File: src/rtl/mem_port_arbiter.sv
// Arbitrates one single-port data memory between instruction fetch and load/store.
// Data has priority; a bounded data streak guarantees fetch forward progress.
module mem_port_arbiter #(
   parameter int ADDR_W     = 32,
   parameter int DATA_W     = 32,
   parameter int LAT        = 2,
   parameter int MAX_STREAK = 4
) (
   input  logic              clk,
   input  logic              rst,
   input  logic              if_req,
   input  logic [ADDR_W-1:0] if_addr,
   output logic              if_ready,
   output logic [DATA_W-1:0] if_rdata,
   input  logic              d_req,
   input  logic              d_wen,
   input  logic [ADDR_W-1:0] d_addr,
   input  logic [DATA_W-1:0] d_wdata,
   output logic              d_ready,
   output logic [DATA_W-1:0] d_rdata,
   output logic              mem_en,
   output logic              mem_wen,
   output logic [ADDR_W-1:0] mem_addr,
   output logic [DATA_W-1:0] mem_wdata,
   input  logic [DATA_W-1:0] mem_rdata,
   output logic              busy
);

   localparam int CNT_W = (LAT > 1) ? $clog2(LAT) : 1;
   localparam int STK_W = $clog2(MAX_STREAK + 1);

   typedef enum logic [1:0] {
      IDLE   = 2'd0,
      ACCESS = 2'd1,
      RESP   = 2'd2
   } state_t;

   state_t              state_r, state_s;
   logic [CNT_W-1:0]    cnt_r, cnt_s;
   logic [STK_W-1:0]    streak_r, streak_s;
   logic                grant_fetch_r, grant_fetch_s;
   logic [ADDR_W-1:0]   addr_r, addr_s;
   logic                wen_r, wen_s;
   logic [DATA_W-1:0]   wdata_r, wdata_s;
   logic [DATA_W-1:0]   if_rdata_r, if_rdata_s;
   logic [DATA_W-1:0]   d_rdata_r, d_rdata_s;
   logic                fetch_win_s;
   logic                streak_full_s;

   assign streak_full_s = (streak_r == STK_W'(MAX_STREAK));
   assign fetch_win_s   = if_req && (!d_req || streak_full_s);

   // Next-state logic: grant in IDLE, count the access latency, then respond.
   always_comb begin
      state_s       = state_r;
      cnt_s         = cnt_r;
      streak_s      = streak_r;
      grant_fetch_s = grant_fetch_r;
      addr_s        = addr_r;
      wen_s         = wen_r;
      wdata_s       = wdata_r;
      if_rdata_s    = if_rdata_r;
      d_rdata_s     = d_rdata_r;
      case (state_r)
         IDLE: begin
            if (if_req || d_req) begin
               state_s = ACCESS;
               cnt_s   = {CNT_W{1'b0}};
               if (fetch_win_s) begin
                  grant_fetch_s = 1'b1;
                  addr_s        = if_addr;
                  wen_s         = 1'b0;
                  wdata_s       = {DATA_W{1'b0}};
                  streak_s      = {STK_W{1'b0}};
               end else begin
                  grant_fetch_s = 1'b0;
                  addr_s        = d_addr;
                  wen_s         = d_wen;
                  wdata_s       = d_wdata;
                  // Streak only grows while fetch is actually waiting.
                  if (!if_req) begin
                     streak_s = {STK_W{1'b0}};
                  end else if (streak_full_s) begin
                     streak_s = streak_r;
                  end else begin
                     streak_s = streak_r + STK_W'(1);
                  end
               end
            end else begin
               state_s = IDLE;
            end
         end
         ACCESS: begin
            if (cnt_r == CNT_W'(LAT - 1)) begin
               state_s = RESP;
               cnt_s   = {CNT_W{1'b0}};
               if (grant_fetch_r) begin
                  if_rdata_s = mem_rdata;
               end else if (!wen_r) begin
                  d_rdata_s = mem_rdata;
               end else begin
                  d_rdata_s = d_rdata_r;
               end
            end else begin
               cnt_s = cnt_r + CNT_W'(1);
            end
         end
         RESP: begin
            state_s = IDLE;
         end
         default: begin
            state_s = IDLE;
         end
      endcase
   end

   // State and latched-request registers with synchronous reset.
   always_ff @(posedge clk) begin
      if (rst) begin
         state_r       <= IDLE;
         cnt_r         <= {CNT_W{1'b0}};
         streak_r      <= {STK_W{1'b0}};
         grant_fetch_r <= 1'b0;
         addr_r        <= {ADDR_W{1'b0}};
         wen_r         <= 1'b0;
         wdata_r       <= {DATA_W{1'b0}};
         if_rdata_r    <= {DATA_W{1'b0}};
         d_rdata_r     <= {DATA_W{1'b0}};
      end else begin
         state_r       <= state_s;
         cnt_r         <= cnt_s;
         streak_r      <= streak_s;
         grant_fetch_r <= grant_fetch_s;
         addr_r        <= addr_s;
         wen_r         <= wen_s;
         wdata_r       <= wdata_s;
         if_rdata_r    <= if_rdata_s;
         d_rdata_r     <= d_rdata_s;
      end
   end

   assign mem_en    = (state_r == ACCESS);
   assign mem_wen   = (state_r == ACCESS) && wen_r;
   assign mem_addr  = addr_r;
   assign mem_wdata = wdata_r;
   assign if_ready  = (state_r == RESP) && grant_fetch_r;
   assign d_ready   = (state_r == RESP) && !grant_fetch_r;
   assign busy      = (state_r != IDLE);
   assign if_rdata  = if_rdata_r;
   assign d_rdata   = d_rdata_r;

endmodule

File: config.mk
export PLATFORM = sky130hd
export DESIGN_NAME = mem_port_arbiter
export DESIGN_NICKNAME = d
export VERILOG_FILES = /design/src/rtl/mem_port_arbiter.sv
export SDC_FILE = /design/constraint.sdc
export NUM_CORES = 1
export LEC_CHECK = 0
export BUFFER_PORTS_ARGS = -buffer_cell sky130_fd_sc_hd__buf_2
export CORE_ASPECT_RATIO = 0.7
export CORE_UTILIZATION = 40
export CTS_CLUSTER_DIAMETER = 30
export CTS_CLUSTER_SIZE = 8
export DETAILED_ROUTE_END_ITERATION = 8
export PLACE_DENSITY = 0.8
export SYNTH_ARGS = -nofsm -noshare
export SYNTH_HDL_FRONTEND = slang
export SYNTH_SLANG_ARGS = --single-unit
File: constraint.sdc
create_clock -name clk -period 2 [get_ports clk]
set_clock_uncertainty 0.05 [all_clocks]
set_input_delay 0.3 -clock clk [delete_from_list [all_inputs] [get_ports clk]]
set_output_delay 0.3 -clock clk [all_outputs]
set_load 0.01 [all_outputs]
==> impl_results.md <==
* Die Ht at roughly 100 um
* Fin crit period at 1860 ps
* Crit path max-delay family: compound AO/OA/AOI/OAI gates
* CP Class: reg2reg
* Clock Tree Root: clkbuf_16
* Largest net degree at the start of global routing at 72
* Antenna violations before repair at 0
* Max stage delay on crit path at 530 ps
* Worst-path cell with the longest stage delay: a2111oi_0
* Detailed placement HPWL at 12100 um
* Post-synth top area share at 46.6%
* Die area at 15100 um^2
* Fin. Hold Viols at 0
* CTS tree: yes
* Resized cells post-CTS at 0
* Tcrit/Tclk final at 93.0%
* Most area-consuming cells after synthesis: dfxtp_1 47%, a21oi_1 11%, nor4_1 6.8%
* Synthesized instance count at around 700
* First-pass GRT wire length at about 29000 um
* Row Count at 36
* Worst Hold Slack at 96.6 ps
* Number of cells on the critical path at 5
* CP arrival at approximately 2100 ps
* Synth warnings at 0
* Slew headroom at 58.6%
* Clock Sinks at 136
* DRT iter0 DRCs at 398
* Average size of a mapped cell at approximately 8.5 um^2
* Power Density at 945 nW/um^2
* Critical Path Start Type: flip-flop
* Buf/Inv on CP at 1
* CTS Hold Bufs at 0
* Final #Nets at 1042
* Synth cell count leaders: 136 x dfxtp_1, 133 x a21oi_1, 68 x nand2_1, 64 x nor4_1, 46 x clkbuf_1
* Crit. End Element: flip-flop
* Worst Reg-to-Reg Cells at 5
* Layout cells sized above 1 at 37.4%
* Min-Delay Path Depth at 3
* Syn_nets at 820
* Clock buffer depth at 2
* Total grt overflow at 0
* Vias post-DR at between 6000 and 7000
* Die W at 147 um
* Max Slew Vio Count at 0
* Number of I/O port buffers at roughly 270
* Final setup viols at 0
* CP max FO at 33
* I/O Pins at 266
* LEAKAGE at about 3.3 nW
* Vias in the first global route at 5626
* Post-synth cell types at 39
* Max Clk Rate at 538 MHz
* H-tree level count at 4
* Core area at 14100 um^2
* GRT Total Usage at 24.1%
* Asr flop ratio synth at 0%
* Final instance area at 7970 um^2
* Drt pass-1 iters at 4
* Final Core Density at 56.5%
* Synth area leader: dfxtp_1
* Top FF cell, synth: dfxtp_1
* DP Area at 7280 um^2
* Worst Path Required at 2210 ps
* Post-synthesis sequential element count at 136
* Worst Max-Slew Pin Slew at 621 ps
* Synth-to-layout area growth at 36.2%
* EDFF count, synth at 0
* Post-CTS Setup Bufs at 0
* Routed Antenna Nets at 0
* Max_cap viols at 0
* WL per Instance at approximately 17 um
* Max rail drop VDD at 0.603 mV
* Routed wire length at approximately 19000 um
* Initial Util at 41.5%
* Seq/Total Area, Yosys at 46.6%
* Count leader, synth: dfxtp_1
* Clock latency on the worst-skew pair at 400 ps
* CTS Buf Count at 17
* RSZ-0062 raised after global routing: no
* CP cell instances: inv_1, ha_1, a21bo_4, a2111oi_0, nor4_1
* Status: completed
* Clock Pin Slew Worst Setup and Hold Paths at 60 ps
* Routability Congestion at just under 0.9
* Total negative slack at 0 ps
* # DRC at 0
* Vias per std cell at 5.65
* Post-Syn Area at 5850 um^2
* Hold crit path type: in2reg
## final timing paths
path | endpoint | slack (ps) | start
max reg2reg | mem_addr[7]$_SDFFE_PP0P_ | 140 | streak_r[0]$_SDFFE_PP0P_
max | mem_addr[7]$_SDFFE_PP0P_ | 140 | streak_r[0]$_SDFFE_PP0P_
min reg2reg | if_rdata[30]$_SDFFE_PP0P_ | 400 | if_rdata[30]$_SDFFE_PP0P_
min | if_rdata[20]$_SDFFE_PP0P_ | 100 | mem_rdata[20]
## metal layers
layer / vias up / share of wire [%] / global-route usage, %
met1: 2958 / 46 / 32.5
met3: 18 / 6.4 / 5.75
met5: - / 0 / 0
met2: 255 / 47 / 38.8
li1: 3038 / - / -
met4: 0 / 1.2 / 7.05
## final cells by class
class	count	area, um^2
Antenna cell	1	2.50
Clock buffer	17	425
Clock inverter	14	246
Fill cell	1305	6130
Inverter	5	18.8
Multi-Input combinational cell	456	2700
Sequential cell	136	2720
Tap cell	190	238
Timing Repair Buffer	291	1610
## tightest hold or removal path, stage by stage
cell     delay [ps]
buf_2           100
nand2_1          50
a21oi_1          50
## cells in the final DEF, fill, tap and decap left out, types with 18 or more instances in the layout
| master | count |
|---|---|
| buf_2 | 264 |
| dfxtp_1 | 135 |
| a21oi_1 | 133 |
| nand2_1 | 68 |
| nor4_1 | 64 |
| o21ai_1 | 37 |
| o2111ai_1 | 33 |
| nand3_1 | 33 |
| o21ai_0 | 29 |
| buf_4 | 20 |
| a2111oi_0 | 18 |
## sequential cells by signal, indices dropped and copies added, names as in the netlist
signal and count:
d_rdata 32, if_rdata 32, mem_addr 32, mem_wdata 32, streak_r 3, state_r 2
cnt_r 1, grant_fetch_r 1, wen_r 1
## report_power, final
| part | internal (W) | switching, W |
|---|---|---|
| Sequential | 0.00284 | 0.0000732 |
| Combinational | 0.000403 | 0.000646 |
| Clock | 0.00235 | 0.00121 |
## cell families (layout without fill, tap and decap cells)
logic type | count (synthesis) | count (layout) | synth area share (%)
compound gates | 271 | 271 | 28.8
fa+ha+maj | 2 | 2 | 0.428
buf+inv | 93 | 327 | 7.53
flops | 136 | 136 | 46.6
other cells | 0 | 1 | 0
simple gates | 183 | 183 | 16.7
## per-stage QoR
step	std cells	worst slack (ps)	power [W]
final	1110	140	0.00753
after global routing	1109	9.50	0.00784
after CTS	1109	13.5	0.00757
after detailed placement	1078	11.8	0.00401
after global placement	1078	141	0.00400
after floorplan	685	353	0.00358
Power figures use the tool's default switching activity.
